$ cat config.mk
export PLATFORM = sky130hd
export DESIGN_NAME = program_loader
export DESIGN_NICKNAME = d
export VERILOG_FILES = /design/src/rtl/loader_pkg.sv /design/src/rtl/uart_rx.sv /design/src/rtl/program_loader.sv
export SDC_FILE = /design/constraint.sdc
export NUM_CORES = 1
export LEC_CHECK = 0
export BUFFER_PORTS_ARGS = -buffer_cell sky130_fd_sc_hd__buf_4
export CAP_MARGIN = 0
export CORE_MARGIN = 5
export CORE_UTILIZATION = 25
export CTS_CLUSTER_SIZE = 14
export DETAILED_ROUTE_END_ITERATION = 7
export GPL_TIMING_DRIVEN = 1
export SYNTH_ARGS = -nofsm -noshare
export SYNTH_HDL_FRONTEND = slang
export SYNTH_SLANG_ARGS = --single-unit
$ cat constraint.sdc
create_clock -name clk -period 3.9 [get_ports clk]
set_clock_uncertainty 0.05 [all_clocks]
set_input_delay 0.585 -clock clk [delete_from_list [all_inputs] [get_ports clk]]
set_output_delay 0.585 -clock clk [all_outputs]
set_load 0.02 [all_outputs]
$ cat src/rtl/loader_pkg.sv
// Shared types and helpers for the serial program loader.
// Holds the session state encoding, the sync byte and the bit-timing helper.
package loader_pkg;

    typedef enum logic [2:0] {
        IDLE,
        WAIT_BYTE,
        ADDR,
        GAP,
        DATA,
        CHECK,
        FINISH
    } loader_state_t;

    localparam logic [7:0] SYNC_BYTE = 8'hA5;

    function automatic int clks_per_bit(input int clk_freq, input int baud);
        return clk_freq / baud;
    endfunction

endpackage

$ cat src/rtl/uart_rx.sv
// 8N1 LSB-first receiver with 2-flop synchronizer and glitch-rejecting start check.
// Emits one-clk byte_valid or frame_err after sampling the stop bit.
module uart_rx #(
    parameter int CLKS_PER_BIT = 234
) (
    input  logic       clk,
    input  logic       rst_n,
    input  logic       rx,
    output logic [7:0] rx_byte,
    output logic       byte_valid,
    output logic       frame_err
);

    localparam int CW = $clog2(CLKS_PER_BIT);
    localparam logic [CW-1:0] FULL = CW'(CLKS_PER_BIT - 1);
    localparam logic [CW-1:0] HALF = CW'(CLKS_PER_BIT / 2 - 1);

    typedef enum logic [1:0] {R_IDLE, R_START, R_DATA, R_STOP} rx_state_t;

    rx_state_t      rs;
    logic           rx_m;
    logic           rx_s;
    logic           rx_d;
    logic [CW-1:0]  cnt;
    logic [2:0]     bitn;
    logic [7:0]     sh;

    assign rx_byte = sh;

    always_ff @(posedge clk or negedge rst_n) begin
        if (!rst_n) begin
            rx_m       <= 1'b1;
            rx_s       <= 1'b1;
            rx_d       <= 1'b1;
            rs         <= R_IDLE;
            cnt        <= '0;
            bitn       <= '0;
            sh         <= '0;
            byte_valid <= 1'b0;
            frame_err  <= 1'b0;
        end else begin
            rx_m       <= rx;
            rx_s       <= rx_m;
            rx_d       <= rx_s;
            byte_valid <= 1'b0;
            frame_err  <= 1'b0;
            unique case (rs)
                R_IDLE: begin
                    if (rx_d && !rx_s) begin
                        rs  <= R_START;
                        cnt <= '0;
                    end
                end
                R_START: begin
                    if (cnt == HALF) begin
                        cnt  <= '0;
                        bitn <= '0;
                        rs   <= rx_s ? R_IDLE : R_DATA;
                    end else begin
                        cnt <= cnt + CW'(1);
                    end
                end
                R_DATA: begin
                    if (cnt == FULL) begin
                        cnt  <= '0;
                        sh   <= {rx_s, sh[7:1]};
                        bitn <= bitn + 3'd1;
                        if (bitn == 3'd7) rs <= R_STOP;
                    end else begin
                        cnt <= cnt + CW'(1);
                    end
                end
                R_STOP: begin
                    if (cnt == FULL) begin
                        rs <= R_IDLE;
                        // a low stop bit discards the byte
                        if (rx_s) byte_valid <= 1'b1;
                        else      frame_err  <= 1'b1;
                    end else begin
                        cnt <= cnt + CW'(1);
                    end
                end
                default: rs <= R_IDLE;
            endcase
        end
    end

endmodule

$ cat src/rtl/program_loader.sv
// Serial loader writing MEM_DEPTH bytes into RAM via the MAR/RAM manual path.
// Define LOADER_CHECKSUM_EN to require a trailing 8-bit sum byte per session.
module program_loader #(
    parameter int CLK_FREQ     = 27_000_000,
    parameter int BAUD         = 115200,
    parameter int MEM_DEPTH    = 16,
    parameter int TIMEOUT_CLKS = 2_700_000
) (
    input  logic                         clk,
    input  logic                         rst_n,
    input  logic                         rx,
    output logic                         prog_mode,
    output logic [$clog2(MEM_DEPTH)-1:0] prog_addr,
    output logic [7:0]                   prog_data,
    output logic                         prog_addr_strobe,
    output logic                         prog_data_strobe,
    output logic                         done,
    output logic                         error
);

    import loader_pkg::*;

    localparam int AW  = $clog2(MEM_DEPTH);
    localparam int TW  = $clog2(TIMEOUT_CLKS + 1);
    localparam int CPB = clks_per_bit(CLK_FREQ, BAUD);

    loader_state_t state;
    loader_state_t state_n;
    logic [7:0]    rx_byte;
    logic          byte_valid;
    logic          frame_err;
    logic [TW-1:0] tmo;
    logic          timeout;
    logic          last;
    logic          start;
    logic          latch;
    logic          step;
    logic          set_done;
    logic          set_err;

    uart_rx #(.CLKS_PER_BIT(CPB)) u_rx (
        .clk        (clk),
        .rst_n      (rst_n),
        .rx         (rx),
        .rx_byte    (rx_byte),
        .byte_valid (byte_valid),
        .frame_err  (frame_err)
    );

    assign timeout          = tmo >= TW'(TIMEOUT_CLKS);
    assign last             = prog_addr == AW'(MEM_DEPTH - 1);
    assign prog_mode        = (state != IDLE) && (state != FINISH);
    assign prog_addr_strobe = state == ADDR;
    assign prog_data_strobe = state == DATA;

`ifdef LOADER_CHECKSUM_EN
    logic [7:0] sum;
`endif

    always_comb begin
        state_n  = state;
        start    = 1'b0;
        latch    = 1'b0;
        step     = 1'b0;
        set_done = 1'b0;
        set_err  = 1'b0;
        unique case (state)
            IDLE: begin
                if (byte_valid && rx_byte == SYNC_BYTE) begin
                    start   = 1'b1;
                    state_n = WAIT_BYTE;
                end
            end
            WAIT_BYTE: begin
                if (byte_valid) begin
                    latch   = 1'b1;
                    state_n = ADDR;
                end else if (frame_err || timeout) begin
                    set_err = 1'b1;
                    state_n = IDLE;
                end
            end
            ADDR: state_n = GAP;
            GAP:  state_n = DATA;
            DATA: begin
                if (last) begin
`ifdef LOADER_CHECKSUM_EN
                    state_n = CHECK;
`else
                    state_n = FINISH;
`endif
                end else begin
                    step    = 1'b1;
                    state_n = WAIT_BYTE;
                end
            end
            CHECK: begin
`ifdef LOADER_CHECKSUM_EN
                if (byte_valid && rx_byte == sum) begin
                    state_n = FINISH;
                end else if (byte_valid || frame_err || timeout) begin
                    set_err = 1'b1;
                    state_n = IDLE;
                end
`else
                state_n = IDLE;
`endif
            end
            FINISH: begin
                set_done = 1'b1;
                state_n  = IDLE;
            end
            default: state_n = IDLE;
        endcase
    end

    always_ff @(posedge clk or negedge rst_n) begin
        if (!rst_n) begin
            state     <= IDLE;
            prog_addr <= '0;
            prog_data <= '0;
            done      <= 1'b0;
            error     <= 1'b0;
            tmo       <= '0;
        end else begin
            state <= state_n;
            if (start) begin
                prog_addr <= '0;
                done      <= 1'b0;
                error     <= 1'b0;
            end
            if (latch)    prog_data <= rx_byte;
            if (step)     prog_addr <= prog_addr + AW'(1);
            if (set_done) done      <= 1'b1;
            if (set_err)  error     <= 1'b1;
            // idle time is measured from the most recent complete byte
            if (byte_valid)                tmo <= '0;
            else if (prog_mode && !timeout) tmo <= tmo + TW'(1);
        end
    end

`ifdef LOADER_CHECKSUM_EN
    always_ff @(posedge clk or negedge rst_n) begin
        if (!rst_n)             sum <= '0;
        else if (start)         sum <= '0;
        else if (state == DATA) sum <= sum + prog_data;
    end
`endif

endmodule
Yosys cells after proc, flatten, opt, wreduce, memory -nomap -nowiden
Cells that the tools add are included.
{ "word_totals": {"regBits": 65, "out_inout_bits": 17, "word_cells": 105} }
{ "op_classes": {"magnitude_cmp": 1, "reduce_logical": 20, "n_addsub": 4, "n_eq_ne": 22, "muxes": 43} }
{ "ops": {"columns": ["operator", "count"], "rows": [
  ["22-bit two-way mux", 2],
  ["8-bit two-way mux", 4],
  ["8-bit one-hot mux with 4 select lines", 1],
  ["22-bit by 1-bit adder with 22-bit output, second input constant", 1],
  ["22-bit >= comparator, second input constant", 1],
  ["1-bit two-way mux", 19],
  ["3-bit two-way mux", 6],
  ["8-bit == test, second input constant", 2],
  ["3-bit one-hot mux with 5 select lines", 1],
  ["2-bit two-way mux", 6],
  ["2-bit by 1-bit inequality test with 1-bit output, second input constant", 5],
  ["2-bit nonzero test", 5],
  ["3-bit == test, second input constant", 3],
  ["8-bit by 1-bit adder with 8-bit output, second input constant", 1],
  ["8-bit by 7-bit == test with 1-bit output, second input constant", 1],
  ["4-bit two-way mux", 2],
  ["2-bit one-hot mux with 4 select lines", 1],
  ["3-bit by 2-bit == test with 1-bit output, second input constant", 2],
  ["3-bit one-hot mux with 2 select lines", 1],
  ["2-bit AND reduction", 3],
  ["5-bit AND reduction", 1],
  ["4-bit by 1-bit adder with 4-bit output, second input constant", 1],
  ["2-bit == test, second input constant", 2],
  ["4-bit == test, second input constant", 1],
  ["other kinds (13)", 18]
]} }

Depth between registers and ports, before layout
Gate-level depths: netlist (run 1).
{ "logic_depth": {"ltp_word": 6, "depth_mapped": 8, "depth_no_buf": 7} }

By module
Synthesis (run 1) repeated with hierarchy kept, for this count alone.
{ "unflattened": {"cells_unflattened": 333, "hier_area_um2": 3387.0} }
{ "by_module_without_submodules": {"columns": ["module", "seq_area_each_um2", "cells_per_inst", "area_per_inst_um2", "n_inst"], "rows": [
  ["program_loader", 975.9, 213, 2068.2, 1],
  ["uart_rx", 654.4, 120, 1318.8, 1]
]} }

Worst setup path before layout (run 1)
No wires, ideal clock.
{ "synth_timing": {"kind": "register to register", "start": "reg tmo[14]", "end": "reg tmo[16]", "path_stages_with_launch": 7, "required_ns": 3.725, "setup_time_ns": 0.125, "arrival_ns": 1.777, "period_less_slack_ns": 1.952, "slack_ns": 1.948, "path_cell_list": "dfrtp_1 nor4_1 nand3_1 a21o_1 buf_6 nor4b_1 mux2_2"} }
{ "synth_between": {"elab_chain_len": 4, "elab_cells_between_ends": 7} }
{ "synth_lines": {"columns": ["item", "line_no", "source"], "rows": [
  ["start: declaration", "program_loader.sv:32", "logic [TW-1:0] tmo;"],
  ["start signal: assignment", "program_loader.sv:138", "else if (prog_mode && !timeout) tmo <= tmo + TW'(1);"],
  ["22-bit >= comparator", "program_loader.sv:50", "assign timeout = tmo >= TW'(TIMEOUT_CLKS);"],
  ["1-bit logical NOT", "program_loader.sv:138", null],
  ["1-bit logical AND", "program_loader.sv:138", null],
  ["2-bit nonzero test (no line)", null, null]
]} }
Parallel ways exist; a longest one is shown, timed or not. The select of a mux whose other input is x is not followed.
A chain may end at the register's enable or synchronous reset.

Worst setup path after layout (run 1)
{ "layout_timing": {"start": "reg state[2]", "end": "out prog_mode"} }
{ "layout_between": {"elab_chain_len": 2, "elab_cells_between_ends": 3} }
{ "layout_lines": {"columns": ["item", "line_no", "source"], "rows": [
  ["start: declaration", "program_loader.sv:27", "loader_state_t state;"],
  ["start signal: assignment", "program_loader.sv:126", "state <= state_n;"],
  ["3-bit inequality test or 3-bit nonzero test (tied branches)", "program_loader.sv:52", "assign prog_mode = (state != IDLE) && (state != FINISH);"],
  ["1-bit logical AND (*)", "program_loader.sv:52", null],
  ["end: declaration", "program_loader.sv:12", "output logic prog_mode,"]
]} }
Mark *: on every way between the ends. The rest lies on a longest branch, timed or not.

==> results.yml, run 1 <==
status:
  status: "completed"
grt:
  grt.overflow.total: 0
  antenna_found_initial: 0
  grt_use_total: 0.0906
  grt_pass1_vias: 2412
  grt_first_pass_wirelength_mm: 11.8
  grt_max_degree: 66
timing:
  drv_slew: 0
  finalSetupViolCount: 0
  period_share: 0.622
  holdWs_ns: 0.293
  tns_ns: 0
  hold_viol: 0
  maxSlewHeadroom: 0.398
  fmax_mhz: 412
  tightest_slew_ns: 0.902
  rsz0062_at_grt: "false"
  min_period_ns: 2.43
critical_path:
  critPathMaxFanout: 11
  cp-start-kind: "register"
  crit_required_ns: 3.26
  cp_top_family: "flip-flops"
  worstSetupPathType: "register to primary output"
  cp-end-kind: "primary output"
  regToRegSetupSlack_ns: 1.57
  crit_path_top_delay_cell: "dfrtp_1"
  arrival_ns: 1.79
  path_cells: "xor2_2, nor2_1, inv_1, buf_4"
  reg2reg_to: "tmo[16]"
  rr_worst_depth: 5
  critPathMaxStageDelay_ns: 0.50
  r2r-start: "tmo[14]"
  path_buf_inv: 2
logic_synthesis:
  synth_edf_count: 0
  synth_fp_nets: 340
  synth_warnings: 0
  synth_largest_type_area_fraction: 0.468
  ys_types: 51
  synthCells: 329
  async_flop_share: 1.00
  synth.cell_area_um2: 3310
  ys_top_cells_by_area: "dfrtp_1 47%, mux2_2 6.5%, ha_1 3.0%"
  synth_ff_type: "dfrtp_1"
  yosysTopAreaCell: "dfrtp_1"
  synth.avg_cell_area_um2: 10.1
  ys_ff_latch: 65
  ys_seq_area_frac: 0.492
route:
  viasPerCell: 4.80
  drc_errors: 0
  postRouteAntennaNets: 0
  wl_mm: 6.91
  drt_iter0_markers: 142
  first_pass_iters: 4
  wire_per_inst_um: 13.2
  vias: 2520
final_layout:
  finalNetCount: 355
  finish.utilization: 0.297
  stdcell_count: 525
  design_area_um2: 3910
  fill_cells: 1384
  drive_above_1_share: 0.181
  area_delta_synth_final_pct: 17.9
  antennaDiodeCount: 0
floorplan:
  die_h_um: 125
  initial_core_util: 0.252
  ioPinCount: 20
  die_w_um: 125
  rows: 42
  core_um2: 13100
  dieArea_um2: 15700
clock_network:
  cts-htree-levels: 3
  insertion_delay_ns: 0.33
  ctsRootBufferMaster: "clkbuf_16"
  cts_max_path_buffers: 2
  cts.repair.resized: 0
  clk_pin_slew_ns: 0.06
  cts_hold_buf: 0
  cts_tree: "built"
  cts_setup_buffers: 0
  cts_buffers: 9
  clock-sinks: 65
placement:
  finalWeightedCongestion: 0.843
  placedCellCount: 509
  place.port_buffers: 19
  dpl_cell_area_um2: 3600
  dpl.hpwl_mm: 4.82
worst_hold_path:
  min_path_type: "input port to asynchronous set/reset pin"
flow_run:
  max_cap_viol_count: 0
power:
  power_density_nw_per_um2: 452
  cellLeakagePower_nw: 1.74
  vdd_ir_drop_max_mv: 0.262
metrics by stage:
| stage | setup slack [ns] | power (W) |
|---|---|---|
| 2_1_floorplan | 1.95 | 0.000915 |
| 3_3_place_gp | 1.57 | 0.000961 |
| 3_5_place_dp | 1.54 | 0.000968 |
| 4_1_cts | 1.44 | 0.00179 |
| 5_1_grt | 1.32 | 0.00185 |
| 6_report | 1.47 | 0.00176 |
worst max path at each step:
stage / startpoint / to / slack [ns] / cells after the start
2_1_floorplan: tmo[14] / tmo[16] / 1.95 / 6
3_3_place_gp: u_rx.byte_valid / prog_addr[2] / 1.57 / 5
3_5_place_dp: u_rx.byte_valid / prog_addr[2] / 1.54 / 5
4_1_cts: state[2] / prog_mode / 1.44 / 4
5_1_grt: state[2] / prog_mode / 1.32 / 4
6_report: state[2] / prog_mode / 1.47 / 4
sequential cells by signal, indices dropped and copies added (netlist names), named ones only:
signal / flops
u_rx.bitn: 3
tmo: 22
u_rx.cnt: 8
u_rx.rx_byte: 8
u_rx.rx_s: 1
u_rx.rs: 1
u_rx.frame_err: 1
done: 1
prog_addr: 4
state: 3
prog_data: 8
u_rx.rx_m: 1
u_rx.rx_d: 1
u_rx.byte_valid: 1
error: 1
logic make-up (layout without fill, tap and decap cells):
| kind of cell | count (synthesis) | in the layout | synth area share |
|---|---|---|---|
| AO/OA/AOI/OAI | 66 | 66 | 0.126 |
| XOR/XNOR | 11 | 11 | 0.0313 |
| adder cells (fa/ha/maj) | 8 | 8 | 0.0302 |
| buffers and inverters | 30 | 50 | 0.0389 |
| flip-flops | 65 | 65 | 0.492 |
| multiplexers | 20 | 20 | 0.0676 |
| AND/OR/NAND/NOR | 129 | 129 | 0.214 |
cells in the mapped netlist, types with 4 or more instances:
cell / instances
a21oi_1: 18
and2_1: 4
and3_1: 7
clkbuf_1: 9
dfrtp_1: 62
ha_1: 8
inv_1: 15
mux2_2: 19
nand2_1: 17
nand3_1: 18
nand4_1: 8
nor2_1: 26
nor3_1: 11
nor4_1: 4
o211ai_1: 4
o21ai_0: 17
o31ai_1: 9
or3_1: 8
or4_1: 9
xnor2_1: 10
metal layers:
metal / up-vias / global-route usage / share of wire
met5: - / 0 / 0
li1: 1228 / - / -
met4: 0 / 0.0472 / 0.023
met1: 1230 / 0.116 / 0.47
met2: 46 / 0.145 / 0.48
met3: 16 / 0.0179 / 0.032
cell usage in the layout, fill, tap and decap left out, types with 10 or more instances in the layout:
master and n:
a21oi_1 18, buf_4 19, dfrtp_1 62, inv_1 15, mux2_2 19, nand2_1 17, nand3_1 18, nor2_1 26
nor3_1 11, o21ai_0 17, xnor2_1 10
final cells by class:
| class | instances | area [µm²] | area share |
|---|---|---|---|
| clock buffers | 9 | 225 | 0.0577 |
| clock inverters | 7 | 77.6 | 0.0199 |
| inverters | 15 | 56.3 | 0.0144 |
| multi-input cells | 234 | 1550 | 0.398 |
| flip-flops and latches | 65 | 1630 | 0.417 |
| well taps | 176 | 220 | 0.0564 |
| repair buffers | 19 | 143 | 0.0365 |
report_power, final:
part / leakage, nW / total (W) / switching [W] / internal (W)
Combinational: 0.712 / 0.000171 / 0.0000897 / 0.0000810
Sequential: 0.880 / 0.000784 / 0.0000630 / 0.000721
Clock: 0.146 / 0.000809 / 0.000310 / 0.000499
Note: power is estimated with default switching activity, not from simulation.
==> inputs of run 2 (changes only) <==
clock period = 2.4 ns   (was 3.9 ns; I/O delays follow)
==> results.yml, run 2 (same netlist as run 1, synthesis figures left out) <==
clock_network:
  cts_setup_buffers: 0
  ctsRootBufferMaster: "clkbuf_16"
  clock-sinks: 65
  insertion_delay_ns: 0.33
  cts_buffers: 9
  cts_max_path_buffers: 2
  cts.repair.resized: 0
  cts_tree: "built"
  cts-htree-levels: 3
  cts_hold_buf: 0
  clk_pin_slew_ns: 0.06
route:
  highest_layer: "met4"
  wl_met3_um: 250
  wire_per_inst_um: 12.9
  wl_mm: 6.85
  vias: 2580
  viasPerCell: 4.85
  drt_iter0_markers: 135
  first_pass_iters: 4
  wirelength_met1_mm: 3.21
  dr_wl_met2_mm: 3.28
  drc_errors: 0
  postRouteAntennaNets: 0
final_layout:
  drive_above_1_share: 0.202
  antennaDiodeCount: 0
  top_register: "tmo"
  area_delta_synth_final_pct: 20.0
  final_common_cell: "dfrtp_1"
  design_area_um2: 3980
  finalNetCount: 362
  multi_input_area_um2: 1560
  fill_cells: 1380
  largest_register_ffs: 22
  register_area_um2: 1630
  mostFrequentLayoutCells: "62 x dfrtp_1, 26 x buf_4, 25 x nor2_1, 19 x mux2_2"
timing:
  period_share: 0.893
  fmax_mhz: 467
  tightest_slew_ns: 0.822
  maxSlewHeadroom: 0.452
  drv_slew: 0
  holdWs_ns: 0.0762
  rsz0062_at_grt: "false"
  hold_viol: 0
  tns_ns: 0
  min_period_ns: 2.14
  finalSetupViolCount: 0
critical_path:
  reg2reg_to: "tmo[10]"
  regToRegSetupSlack_ns: 0.26
  arrival_ns: 2.35
  worstSetupPathType: "register to register"
  crit_required_ns: 2.61
  rr_worst_depth: 6
  cp-end-kind: "register"
  r2r-start: "tmo[14]"
  critPathMaxFanout: 18
  cp-start-kind: "register"
grt:
  antenna_found_initial: 0
  grt_first_pass_wirelength_mm: 11.9
  grt_use_total: 0.0905
  grt_pass1_vias: 2551
  grt_max_degree: 66
  grt.overflow.total: 0
placement:
  place.port_buffers: 19
  dpl.hpwl_mm: 4.63
  finalWeightedCongestion: 0.815
  dpl_cell_area_um2: 3660
floorplan:
  ioPinCount: 20
  core_um2: 13100
  initial_core_util: 0.252
  rows: 42
  die_h_um: 125
  die_w_um: 125
  dieArea_um2: 15700
power:
  cellLeakagePower_nw: 1.78
  vdd_ir_drop_max_mv: 0.396
  power_density_nw_per_um2: 727
worst_hold_path:
  min_path_type: "input port to asynchronous set/reset pin"
status:
  status: "completed"
flow_run:
  max_cap_viol_count: 0
## run 2: critical path, stage by stage (launching register included)
cell	delay (ns)
dfrtp_1	0.43
nor4_2	0.31
nand3_1	0.14
a21o_1	0.30
buf_4	0.22
or4_1	0.48
a21oi_1	0.15
## run 2: power by group
group	total [W]	switching [W]	leakage (nW)	internal, W
Combinational	0.000273	0.000138	0.750	0.000135
Clock	0.00135	0.000521	0.153	0.000825
Sequential	0.00127	0.0000988	0.880	0.00117
## run 2: per-stage QoR
step                utilization  total power (W)  worst slack [ns]  instances
floorplan                     -          0.00149             0.448        329
global placement          0.278          0.00156             0.309        516
detailed placement        0.278          0.00156             0.240        516
CTS                       0.302          0.00293            0.0933        532
global route              0.303          0.00303            0.0690        532
finish                    0.303          0.00289             0.257        532
## run 2: layout make-up
type,instances,share of cell area
tap,176,0.0554
sequential,65,0.410
multi-input combinational,234,0.393
timing repair buffer,26,0.0491
inverter,15,0.0142
clock inverter,7,0.0214
clock buffer,9,0.0567
## run 2: worst max path at each step
stage | start | end | slack, ns | cells after the start
after floorplan | tmo[14] | tmo[16] | 0.45 | 6
after global placement | tmo[14] | tmo[5] | 0.31 | 6
after detailed placement | tmo[14] | tmo[12] | 0.24 | 6
after CTS | state[1] | prog_mode | 0.09 | 4
after global routing | tmo[14] | tmo[5] | 0.07 | 6
final | tmo[14] | tmo[10] | 0.26 | 6
## run 2: routing by layer
layer / up-vias / GRT usage
met2: 50 / 0.147
met4: 0 / 0.0395
met1: 1268 / 0.115
li1: 1250 / -
met5: - / 0
met3: 12 / 0.0217
==> inputs of run 3 (changes only) <==
clock period = 2.35 ns   (was 2.4 ns; I/O delays follow)
==> results.yml, run 3 (same netlist as run 1, synthesis figures left out) <==
timing:
  period_share: 0.904
  min_period_ns: 2.12
  tns_ns: 0
  drv_slew: 0
  tightest_slew_ns: 0.806
  hold_viol: 0
  rsz0062_at_grt: "false"
  finalSetupViolCount: 0
  maxSlewHeadroom: 0.463
  fmax_mhz: 471
critical_path:
  crit_path_top_delay_cell: "or4_1"
  critPathMaxFanout: 12
  r2r-start: "tmo[14]"
  arrival_ns: 2.32
  worstSetupPathType: "register to register"
  cp-start-kind: "register"
  path_cells: "nor4_1, nand3_1, a21o_1, buf_4, or4_1, a21oi_1"
  crit_required_ns: 2.55
  cp_top_family: "simple AND/OR/NAND/NOR gates"
  critPathMaxStageDelay_ns: 0.46
  setup.worst_path.start: "tmo[14]"
  regToRegSetupSlack_ns: 0.23
  cp-end-kind: "register"
  path_buf_inv: 1
floorplan:
  rows: 42
  die_w_um: 125
  die_h_um: 125
  initial_core_util: 0.252
  dieArea_um2: 15700
  ioPinCount: 20
  core_um2: 13100
clock_network:
  ctsRootBufferMaster: "clkbuf_16"
  cts_setup_buffers: 0
  cts_max_path_buffers: 2
  clk_pin_slew_ns: 0.05
  cts-htree-levels: 3
  insertion_delay_ns: 0.32
  cts.repair.resized: 0
  cts_buffers: 9
  cts_tree: "built"
  cts_hold_buf: 0
  clock-sinks: 65
power:
  cellLeakagePower_nw: 1.78
  vdd_ir_drop_max_mv: 0.428
  power_density_nw_per_um2: 701
  clockPowerShare: 0.432
  power.switching_w: 0.000705
  p_comb_frac: 0.102
  p_seq_frac: 0.467
  p_sw_frac: 0.254
  p_int_w: 0.00207
placement:
  finalWeightedCongestion: 0.789
  place.port_buffers: 19
  dpl.hpwl_mm: 4.76
route:
  drc_errors: 0
  drt_iter0_markers: 114
  vias: 2542
  first_pass_iters: 4
  viasPerCell: 4.74
  postRouteAntennaNets: 0
  wl_mm: 6.83
  wire_per_inst_um: 12.7
final_layout:
  finalNetCount: 366
  antennaDiodeCount: 0
  multi_input_area_um2: 1550
  largest_register_ffs: 22
  fill_cells: 1384
  top_register: "tmo"
  finish.utilization: 0.302
  final_common_cell: "dfrtp_1"
  mostFrequentLayoutCells: "62 x dfrtp_1, 30 x buf_4, 26 x nor2_1, 19 x mux2_2"
  area_delta_synth_final_pct: 19.6
  register_area_um2: 1630
  drive_above_1_share: 0.203
flow_run:
  max_cap_viol_count: 0
grt:
  grt_use_total: 0.0897
  grt.overflow.total: 0
  antenna_found_initial: 0
  grt_first_pass_wirelength_mm: 11.9
  grt_max_degree: 66
  grt_pass1_vias: 2499
worst_hold_path:
  min_path_type: "input port to asynchronous set/reset pin"
status:
  status: "completed"
-- run 3: area by class of cell --
type | instances | area share
clock buffers | 11 | 0.0613
clock inverters | 5 | 0.00821
inverters | 15 | 0.0142
multi-input cells | 234 | 0.392
flip-flops and latches | 65 | 0.412
well taps | 176 | 0.0556
repair buffers | 30 | 0.0569
-- run 3: worst paths after layout --
kind / end / cells past startpoint
min in group clk: u_rx.rx_m / 1
max reg2reg: tmo[5] / 6
min: prog_data[5] / 1
min reg2reg: u_rx.rx_s / 0
max: tmo[5] / 6
max in group asynchronous: tmo[15] / 1
-- run 3: per-stage QoR --
stage | std cells | hold WS [ns] | area, µm² | setup slack (ns) | total power (W)
after detailed placement | 520 | 0.307 | 3690 | 0.245 | 0.00160
final | 536 | 0.0774 | 3960 | 0.225 | 0.00278
after CTS | 536 | 0.0767 | 3960 | 0.155 | 0.00283
after global placement | 520 | 0.296 | 3690 | 0.276 | 0.00159
after floorplan | 329 | 0.00691 | 3310 | 0.398 | 0.00152
after global routing | 536 | 0.0751 | 3960 | 0.0630 | 0.00292
-- run 3: power by group through the flow --
| stage | Clock [W] | Combinational [W] | Sequential, W |
|---|---|---|---|
| after floorplan | 0 | 0.000251 | 0.00127 |
| after global placement | 0 | 0.000276 | 0.00131 |
| after detailed placement | 0 | 0.000287 | 0.00132 |
| after CTS | 0.00124 | 0.000289 | 0.00130 |
| after global routing | 0.00128 | 0.000326 | 0.00131 |
| final | 0.00120 | 0.000282 | 0.00130 |
-- run 3: routing by layer --
layer / up-vias / global-route usage / wire length (µm) / part of all wire
met3: 5 / 0.0213 / 206 / 0.030
met5: - / 0 / 0 / 0
li1: 1247 / - / - / -
met4: 0 / 0.0293 / 56 / 0.0082
met1: 1246 / 0.119 / 3240 / 0.48
met2: 44 / 0.145 / 3320 / 0.49
